## src/rtl/pinball_pkg.sv

```systemverilog
// Shared pinball definitions: collision channel indices and counter types
// used by the smiley collision detector.
package pinball_pkg;

    localparam int CH_TOP      = 0;
    localparam int CH_LEFT     = 1;
    localparam int CH_RIGHT    = 2;
    localparam int CH_FLIPPER  = 3;
    localparam int CH_OBSTACLE = 4;
    localparam int NUM_CH      = 5;

    typedef logic [7:0] ovl_cnt_t;
    typedef logic [3:0] cool_cnt_t;

endpackage

```

## src/rtl/collision_channel.sv

```systemverilog
// One collision channel: counts smiley overlaps over a frame, thresholds the
// count at startOfFrame and emits a one-cycle pulse gated by a cooldown.
module collision_channel
    import pinball_pkg::*;
#(
    parameter int MIN_OVERLAP     = 4,
    parameter int COOLDOWN_FRAMES = 3
) (
    input  logic clk,
    input  logic reset,
    input  logic startOfFrame,
    input  logic pause,
    input  logic overlap,
    output logic pulse,
    output logic hit
);

    localparam ovl_cnt_t  MinOverlap  = ovl_cnt_t'(MIN_OVERLAP);
    localparam cool_cnt_t CoolReload  = cool_cnt_t'(COOLDOWN_FRAMES);
    localparam ovl_cnt_t  OvlMax      = '1;

    ovl_cnt_t  ovlCnt;
    cool_cnt_t coolCnt;
    logic      pend;
    logic      hitReg;
    logic      frameHit;

    assign frameHit = (ovlCnt >= MinOverlap);

    // NOTE: all state below uses non-blocking assignments so every register
    // samples the pre-edge value of ovlCnt/coolCnt, whatever the statement order.
    always_ff @(posedge clk) begin
        if (reset) begin
            ovlCnt  <= '0;
            coolCnt <= '0;
            pend    <= 1'b0;
            hitReg  <= 1'b0;
        end else begin
            pend <= 1'b0;
            if (startOfFrame) begin
                // The strobe pixel already belongs to the new frame.
                ovlCnt <= overlap ? ovl_cnt_t'(1) : ovl_cnt_t'(0);
                hitReg <= frameHit;
                if (!pause) begin
                    if (frameHit) begin
                        coolCnt <= CoolReload;
                        if (coolCnt == '0) pend <= 1'b1;
                    end else if (coolCnt != '0) begin
                        coolCnt <= coolCnt - cool_cnt_t'(1);
                    end
                end
            end else if (overlap && ovlCnt != OvlMax) begin
                ovlCnt <= ovlCnt + ovl_cnt_t'(1);
            end
        end
    end

    assign pulse = pend;
    assign hit   = hitReg;

endmodule

```

## src/rtl/smiley_collision_detector.sv

```systemverilog
// Per-frame smiley collision detector: gates each object's draw signal with
// the smiley pixel and feeds one collision channel per object.
module smiley_collision_detector
    import pinball_pkg::*;
#(
    parameter int MIN_OVERLAP     = 4,
    parameter int COOLDOWN_FRAMES = 3
) (
    input  logic                clk,
    input  logic                reset,
    input  logic                startOfFrame,
    input  logic                pause,
    input  logic                draw_smiley,
    input  logic                draw_border_top,
    input  logic                draw_border_left,
    input  logic                draw_border_right,
    input  logic                draw_flipper,
    input  logic                draw_obstacle,
    output logic                collisionSmileyBorderTop,
    output logic                collisionSmileyBorderLeft,
    output logic                collisionSmileyBorderRight,
    output logic                collisionSmileyFlipper,
    output logic                collisionSmileyObstacle,
    output logic [NUM_CH-1:0]   frameHitMask
);

    logic [NUM_CH-1:0] drawObj;
    logic [NUM_CH-1:0] overlap;
    logic [NUM_CH-1:0] pulse;

    assign drawObj = {draw_obstacle, draw_flipper, draw_border_right,
                      draw_border_left, draw_border_top};
    assign overlap = drawObj & {NUM_CH{draw_smiley}};

    for (genvar i = 0; i < NUM_CH; i++) begin : g_ch
        collision_channel #(
            .MIN_OVERLAP     (MIN_OVERLAP),
            .COOLDOWN_FRAMES (COOLDOWN_FRAMES)
        ) u_ch (
            .clk          (clk),
            .reset        (reset),
            .startOfFrame (startOfFrame),
            .pause        (pause),
            .overlap      (overlap[i]),
            .pulse        (pulse[i]),
            .hit          (frameHitMask[i])
        );
    end

    assign collisionSmileyBorderTop   = pulse[CH_TOP];
    assign collisionSmileyBorderLeft  = pulse[CH_LEFT];
    assign collisionSmileyBorderRight = pulse[CH_RIGHT];
    assign collisionSmileyFlipper     = pulse[CH_FLIPPER];
    assign collisionSmileyObstacle    = pulse[CH_OBSTACLE];

endmodule
```

## config.mk

```make
export PLATFORM = sky130hd
export DESIGN_NAME = smiley_collision_detector
export DESIGN_NICKNAME = d
export VERILOG_FILES = /design/src/rtl/pinball_pkg.sv /design/src/rtl/collision_channel.sv /design/src/rtl/smiley_collision_detector.sv
export SDC_FILE = /design/constraint.sdc
export NUM_CORES = 1
export LEC_CHECK = 0
export BUFFER_PORTS_ARGS = -buffer_cell sky130_fd_sc_hd__buf_2
export CAP_MARGIN = 0
export CORE_ASPECT_RATIO = 1.4
export CORE_UTILIZATION = 60
export CTS_CLUSTER_DIAMETER = 200
export DETAILED_ROUTE_END_ITERATION = 7
export PLACE_DENSITY_LB_ADDON = 0.2
export SETUP_SLACK_MARGIN = 0.02
export SKIP_LAST_GASP = 1
export SYNTH_ARGS = -nofsm -noshare
export SYNTH_HDL_FRONTEND = slang
export SYNTH_SLANG_ARGS = --single-unit
export TNS_END_PERCENT = 20
```

## constraint.sdc

```tcl
create_clock -name clk -period 1.8 [get_ports clk]
set_input_delay 0.36 -clock clk [delete_from_list [all_inputs] [get_ports clk]]
set_output_delay 0.36 -clock clk [all_outputs]
set_load 0.02 [all_outputs]
```

==> key figures, run 1 <==
Status
  • Status: completed

Floorplan
  • Die area: about 0.0065 sq mm
  • Starting Density: roughly 63%
  • Die H: around 95 um
  • Number of cell rows: 33
  • I/O Pins: 20
  • Die W: just under 70 um
  • Core footprint: 0.00590 sq mm

Worst setup path
  • Crit path launch type: flop
  • R2R cell count: 5
  • WP buf/inv: 0
  • Critical Path Fanout Max: 6
  • R2R Path End: g_ch[2].u_ch.ovlCnt[5]
  • Worst EP arrival: ~2000 ps
  • WP depth: 5
  • Worst r2r src: g_ch[2].u_ch.ovlCnt[0]
  • CP Capture Type: flop
  • Worst Path Required: 2090 ps
  • CP peak stage delay: between 400 and 500 ps
  • Crit path max-delay family: simple AND/OR/NAND/NOR gates
  • Slowest stage cell, crit path: or4_4
  • CP cell instances: ha_1 > nand3_1 > o21bai_4 > or4_4 > a21oi_2
  • Critical path class: reg -> reg
  • R2r setup slk: 120 ps

Logic synthesis
  • Async set or reset register ratio after synthesis: 0%
  • Top FF cell, synth: dfxtp_1
  • Seq cells post-synth: 70
  • Simple-Gate Fraction of Synth Area: between 20% and 30%
  • Top cells by area, synth: dfxtp_1 (38%), nor2_1 (5.3%), ha_1 (5.1%)
  • Post-Synthesis Cells: 440
  • Mapped Area: around 0.0037 sq mm
  • Post-synthesis sequential area ratio: around 38%
  • Share of the synthesized area in the top cell type: a little under two fifths
  • Complex-gate fraction of the synthesized area: between 10% and 20%
  • Mux contribution to synthesized area: 1.08%
  • Synth Area in XOR/XNOR: 2.13%
  • Yosys top cell by area: dfxtp_1
  • Synth unique cells: 52
  • Main combinational cell family by area after synthesis: simple AND/OR/NAND/NOR gates
  • Syn avg cell area: approximately 8.4 sq um
  • Synthesized-area fraction occupied by adder cells: 5.06%
  • EDFF count, synth: 0
  • Syn_nets: about 470
  • Number of synthesis warnings: 0

Route
  • Initial DRC count: 150
  • Routed len/inst: 14.3 um
  • Vias/cell: between 6 and 7
  • Via Count: ~3.3k
  • Routed wire length: roughly 7.7 mm
  • Antenna Nets Post-Route: 0
  • TritonRoute pass-1 iters: 4
  • Residual DRC: 0

Clock network
  • CTS Hold Bufs: 0
  • Max clock buf depth: 2
  • Clock sinks: 70
  • Number of CTS-inserted buffers: 9
  • Worst skew pair latency: between 300 and 400 ps
  • Clk pin slew, worst setup/hold paths: 70 ps
  • CTS tree: built
  • Htree depth: 3
  • Root Driver: clkbuf_8

Placement
  • Pre-CTS setup slack: 63.4 ps
  • Port Buffers: 19
  • DP Wirelength: ~5.6 mm
  • Placed insts: approximately 530
  • RD Place Congestion: 0.897
  • Area after DPL: between 0.003 and 0.004 sq mm

STA
  • Worst clock skew: 7.03 ps
  • RSZ-0062 raised after global routing: false
  • Setup TNS: 0 ps
  • Min Tclk post-route: ~1700 ps
  • Slew headroom: roughly 72%
  • Final Max Tran Viols: 0
  • Hold WS: around 320 ps
  • Fin. Hold Viols: 0
  • # setup viols final: 0
  • Final WS setup: 117 ps
  • Final Cycle Share: 93.5%
  • Worst slew pin tran: ~420 ps
  • Max Clk Rate: between 500 and 600 MHz

Layout
  • Antenna Cells: 0
  • Finished Cell Area: 0.00412 sq mm
  • Layout cells sized above 1: about 15%
  • Filler Cell Count: 495
  • Area Growth Syn to Fin: 11.2%
  • Finished Layout Cells: roughly 540
  • Final nets: a little under 500
  • Final Core Density: 69.8%

Power and ir drop
  • Peak supply drop: 0.415 mV
  • PD cells: roughly 740 mW/mm^2
  • Leakage Power: 1.48 nW
  • Final Power: between 3 and 4 mW

Flow run
  • Max-cap violation count: 0

Global routing
  • Total track usage: 26.5%
  • Global-route wire length before repair: 13.0 mm
  • Largest net degree at the start of global routing: 34
  • Global route total overflow: 0
  • Vias in the first global route: ~3k
  • Antenna violations before repair: 0

Worst hold path
  • Worst hold endpoint: g_ch[2].u_ch.hit
  • Hold crit path type: in -> reg
  • HP Start: startOfFrame
  • Hold Path Stages: 2
## registers in the layout, indices dropped and copies added, names as in the netlist
register / cells
g_ch.u_ch.ovlCnt: 40
g_ch.u_ch.pulse: 5
g_ch.u_ch.hit: 5
g_ch.u_ch.coolCnt: 20
## cell families (layout without fill, tap and decap cells)
| logic type | after synthesis | after routing |
|---|---|---|
| buffers and inverters | 49 | 80 |
| flip-flops | 70 | 70 |
| AND/OR/NAND/NOR | 201 | 201 |
| XOR/XNOR | 9 | 9 |
| AO/OA/AOI/OAI | 92 | 92 |
| adder cells (fa/ha/maj) | 15 | 15 |
| multiplexers | 4 | 4 |
## what timing repair did
item	in CTS	in global routing
buffers inserted	0	0
gates cloned	0	0
endpoints found under the setup margin	3	1
resized for setup	1	1
## where the power goes
group | internal [mW] | leakage [nW] | switching (mW)
combinational | 0.0729 | 0.817 | 0.119
sequential | 1.56 | 0.565 | 0.0118
clock | 0.672 | 0.102 | 0.601
total | 2.31 | 1.48 | 0.732
## cell usage in the layout (no fill, tap or decap), types with 5 or more instances in the layout
cell	instances
nor4_1	10
dfxtp_1	70
nand2b_1	5
buf_2	19
nand3b_1	8
and3_1	6
a311oi_1	8
clkbuf_8	10
nand4_1	8
and2_1	5
inv_1	24
ha_1	15
a31oi_1	9
nand3_1	18
xor2_1	6
a211oi_1	11
buf_4	20
a41o_1	5
nor3_1	11
o21ai_0	10
nor2b_1	7
a21oi_1	15
o31ai_1	7
nor3b_1	5
or4_1	10
nor2_1	52
nand2_1	35
o211ai_1	10
## Yosys cell counts, types with 9 or more instances
cell and count:
nor4_1 10, nand3_1 18, a21oi_1 15, a211oi_1 11, o21ai_0 10, dfxtp_1 70, nand2_1 35, o211ai_1 10
a31oi_1 9, or4_1 10, clkbuf_1 10, nor2_1 52, inv_1 24, ha_1 15, nor3_1 11
## metal layers
layer / share of wire (%) / vias to the layer above / wire, um / track usage, %
met2: 49 / 93 / 3760 / 44.3
met4: 1.6 / 0 / 122 / 11.5
li1: - / 1660 / - / -
met3: 4.7 / 9 / 364 / 7.37
met5: 0 / - / 0 / 0
met1: 45 / 1519 / 3470 / 30.9
## how the worst max path moves through the flow
stage,startpoint,endpoint
after CTS,g_ch[2].u_ch.ovlCnt[0],g_ch[2].u_ch.ovlCnt[5]
after global routing,g_ch[2].u_ch.ovlCnt[0],g_ch[2].u_ch.ovlCnt[5]
after global placement,g_ch[1].u_ch.ovlCnt[1],g_ch[1].u_ch.ovlCnt[0]
final,g_ch[2].u_ch.ovlCnt[0],g_ch[2].u_ch.ovlCnt[5]
after detailed placement,g_ch[1].u_ch.ovlCnt[1],g_ch[1].u_ch.ovlCnt[0]
after floorplan,g_ch[1].u_ch.ovlCnt[0],g_ch[1].u_ch.ovlCnt[5]
## final cells by class
class | instances | area [sq um] | area share, %
Clock inverter | 6 | 61.3 | 1.49
Inverter | 25 | 93.8 | 2.28
Sequential cell | 70 | 1400 | 34.0
Tap cell | 70 | 87.6 | 2.12
Clock buffer | 10 | 138 | 3.34
Multi-Input combinational cell | 321 | 2100 | 50.8
Timing Repair Buffer | 39 | 245 | 5.95
No activity file was read; power rests on OpenSTA's default activity.
==> run 2: changes to the inputs <==
Settings changed: CORE_ASPECT_RATIO 1.4 to 0.9, CORE_UTILIZATION 60 to 29, CTS_BUF_LIST set to sky130_fd_sc_hd__clkbuf_8.
==> run 2 against run 1 <==
Net effect: core utilization shrank 35 points; routed wire length grew 12%; fmax grew 0.56%; clock power up 9%.
==> key figures, run 2 (same netlist as run 1, synthesis figures left out) <==
STA
  • # setup viols final: 0
  • Fin. Hold Viols: 0
  • Hold WS: ~350 ps
  • Final Max Tran Viols: 0
  • Final Cycle Share: between 90 and 100%
  • Max Clk Rate: between 500 and 600 MHz
  • Worst slew pin tran: 426 ps
  • RSZ-0062 raised after global routing: false
  • Worst clock skew: 5.88 ps
  • Min Tclk post-route: between 1500 and 2000 ps
  • Setup TNS: 0 ps
  • Slew headroom: just over 70%

Worst setup path
  • CP peak stage delay: 480 ps
  • Critical Path Fanout Max: 7
  • Worst EP arrival: roughly 2000 ps
  • Worst Path Required: about 2100 ps
  • R2R cell count: 6
  • Slowest stage cell, crit path: or4_1
  • Crit path max-delay family: simple AND/OR/NAND/NOR gates
  • R2r setup slk: between 100 and 150 ps
  • Worst r2r src: g_ch[1].u_ch.ovlCnt[0]
  • CP Capture Type: flop
  • WP depth: 6
  • R2R Path End: g_ch[1].u_ch.ovlCnt[4]
  • CP cell instances: ha_1 > nand4_1 > o21ai_2 > buf_4 > or4_1 > nand2_1
  • Critical path class: reg -> reg
  • Crit path launch type: flop
  • WP buf/inv: 1

Flow run
  • Max-cap violation count: 0

Global routing
  • Antenna violations before repair: 0
  • Largest net degree at the start of global routing: 26
  • Global-route wire length before repair: around 14 mm
  • Global route total overflow: 0
  • Vias in the first global route: roughly 3.0k
  • Total track usage: between 10% and 20%

Clock network
  • Number of CTS-inserted buffers: 9
  • Clock sinks: 70
  • Max clock buf depth: 2
  • Htree depth: 3
  • Clk pin slew, worst setup/hold paths: approximately 70 ps
  • CTS Hold Bufs: 0
  • Worst skew pair latency: 350 ps
  • Root Driver: clkbuf_8
  • CTS tree: built

Layout
  • Flip-flop count of the largest register after layout: 40
  • Biggest regs: g_ch.u_ch.ovlCnt: 40 flops, g_ch.u_ch.coolCnt: 20 flops
  • Filler Cell Count: around 1.3k
  • Multi-input gate area: 0.00209 sq mm
  • Area Growth Syn to Fin: 14.5%
  • Most flops, register: g_ch.u_ch.ovlCnt
  • Commonest non-fill, non-tap cell in the layout: dfxtp_1
  • Layout cells sized above 1: 14.3%
  • Most frequent cells in the layout: dfxtp_1 (70), nor2_1 (52), nand2_1 (35)
  • Final Core Density: between 30% and 40%
  • Reg area: between 0.001 and 0.0015 sq mm
  • Final nets: between 400 and 500
  • Antenna Cells: 0

Floorplan
  • Starting Density: between 30% and 40%
  • Die W: 121 um
  • Die H: 109 um
  • Die area: about 0.013 sq mm
  • Core footprint: about 0.012 sq mm
  • I/O Pins: 20
  • Number of cell rows: 38

Placement
  • Port Buffers: 19
  • RD Place Congestion: between 0.8 and 0.9
  • DP Wirelength: slightly above 6 mm

Power and ir drop
  • Leakage Power: 1.49 nW
  • Peak supply drop: roughly 0.45 mV
  • PD cells: 743 mW/mm^2

Worst hold path
  • HP Start: draw_border_top
  • Worst hold endpoint: g_ch[0].u_ch.ovlCnt[2]
  • Hold Path Stages: 3
  • Hold crit path type: in -> reg

Route
  • Routed wire length: around 8.7 mm
  • Initial DRC count: around 150
  • Via Count: between 3k and 4k
  • Vias/cell: 5.14
  • Residual DRC: 0
  • TritonRoute pass-1 iters: 5
  • Routed len/inst: 13.8 um
  • Antenna Nets Post-Route: 0

Status
  • Status: completed
## run 2: cell types whose count changed in the layout (fill, tap and decap cells not counted)
cell        change
o21ai_4         -1
buf_4           -6
o21ai_2         +1
buf_12          +2
clkbuf_8        +3
clkinv_4        -1
clkinvlp_4      -1
clkinv_2        -1
## run 2: what timing repair did
action,CTS,global route
endpoints found under the setup margin,0,1
gates resized for setup,0,1
setup buffers,0,0
## run 2: stage by stage
stage / area (sq um) / total power, mW / setup WS [ps] / cells
final: 4240 / 3.15 / 127 / 627
after global routing: 4240 / 3.29 / 22.0 / 627
after CTS: 4240 / 3.20 / 101 / 627
after detailed placement: 4020 / 1.81 / 78.6 / 611
after global placement: 4020 / 1.81 / 96.7 / 611
after floorplan: 3710 / 1.73 / 223 / 440
## run 2: worst max-delay path by stage
| stage | startpoint | to | slack [ps] |
|---|---|---|---|
| 3_5_place_dp | draw_smiley | g_ch[1].u_ch.ovlCnt[3] | 80 |
| 6_report | g_ch[1].u_ch.ovlCnt[0] | g_ch[1].u_ch.ovlCnt[4] | 130 |
| 5_1_grt | g_ch[1].u_ch.ovlCnt[0] | g_ch[1].u_ch.ovlCnt[4] | 20 |
| 3_3_place_gp | draw_smiley | g_ch[1].u_ch.ovlCnt[4] | 100 |
| 2_1_floorplan | g_ch[1].u_ch.ovlCnt[0] | g_ch[1].u_ch.ovlCnt[5] | 220 |
| 4_1_cts | g_ch[1].u_ch.ovlCnt[0] | g_ch[1].u_ch.ovlCnt[4] | 100 |
## run 2: cell type report
cell class                      instances  share of cell area (%)
Tap cell                              160                    4.72
Multi-Input combinational cell        321                    49.2
Timing Repair Buffer                   35                    5.66
Inverter                               25                    2.21
Clock inverter                          3                   0.944
Sequential cell                        70                    33.0
Clock buffer                           13                    4.22
## run 2: worst reg2reg max path: cells and delay by family (launching register included)
family	cells	cell delay [ps]
and+or+nand+nor	3	740
DFF	1	360
adders and majority gates	1	250
buffers and inverters	1	160
AOI/OAI and AO/OA	1	110
## run 2: routing by layer
layer  GRT usage (%)  vias up  part of all wire [%]
met4            4.50        0                  0.74
met1            17.5     1514                    49
met5               0        -                     0
met3            3.45        6                   3.9
li1                -     1656                     -
met2            23.3       46                    46
## run 2: power breakdown
part	switching [mW]	total, mW	internal (mW)
logic	0.123	0.197	0.0739
clock network	0.591	1.38	0.787
registers	0.0133	1.57	1.56
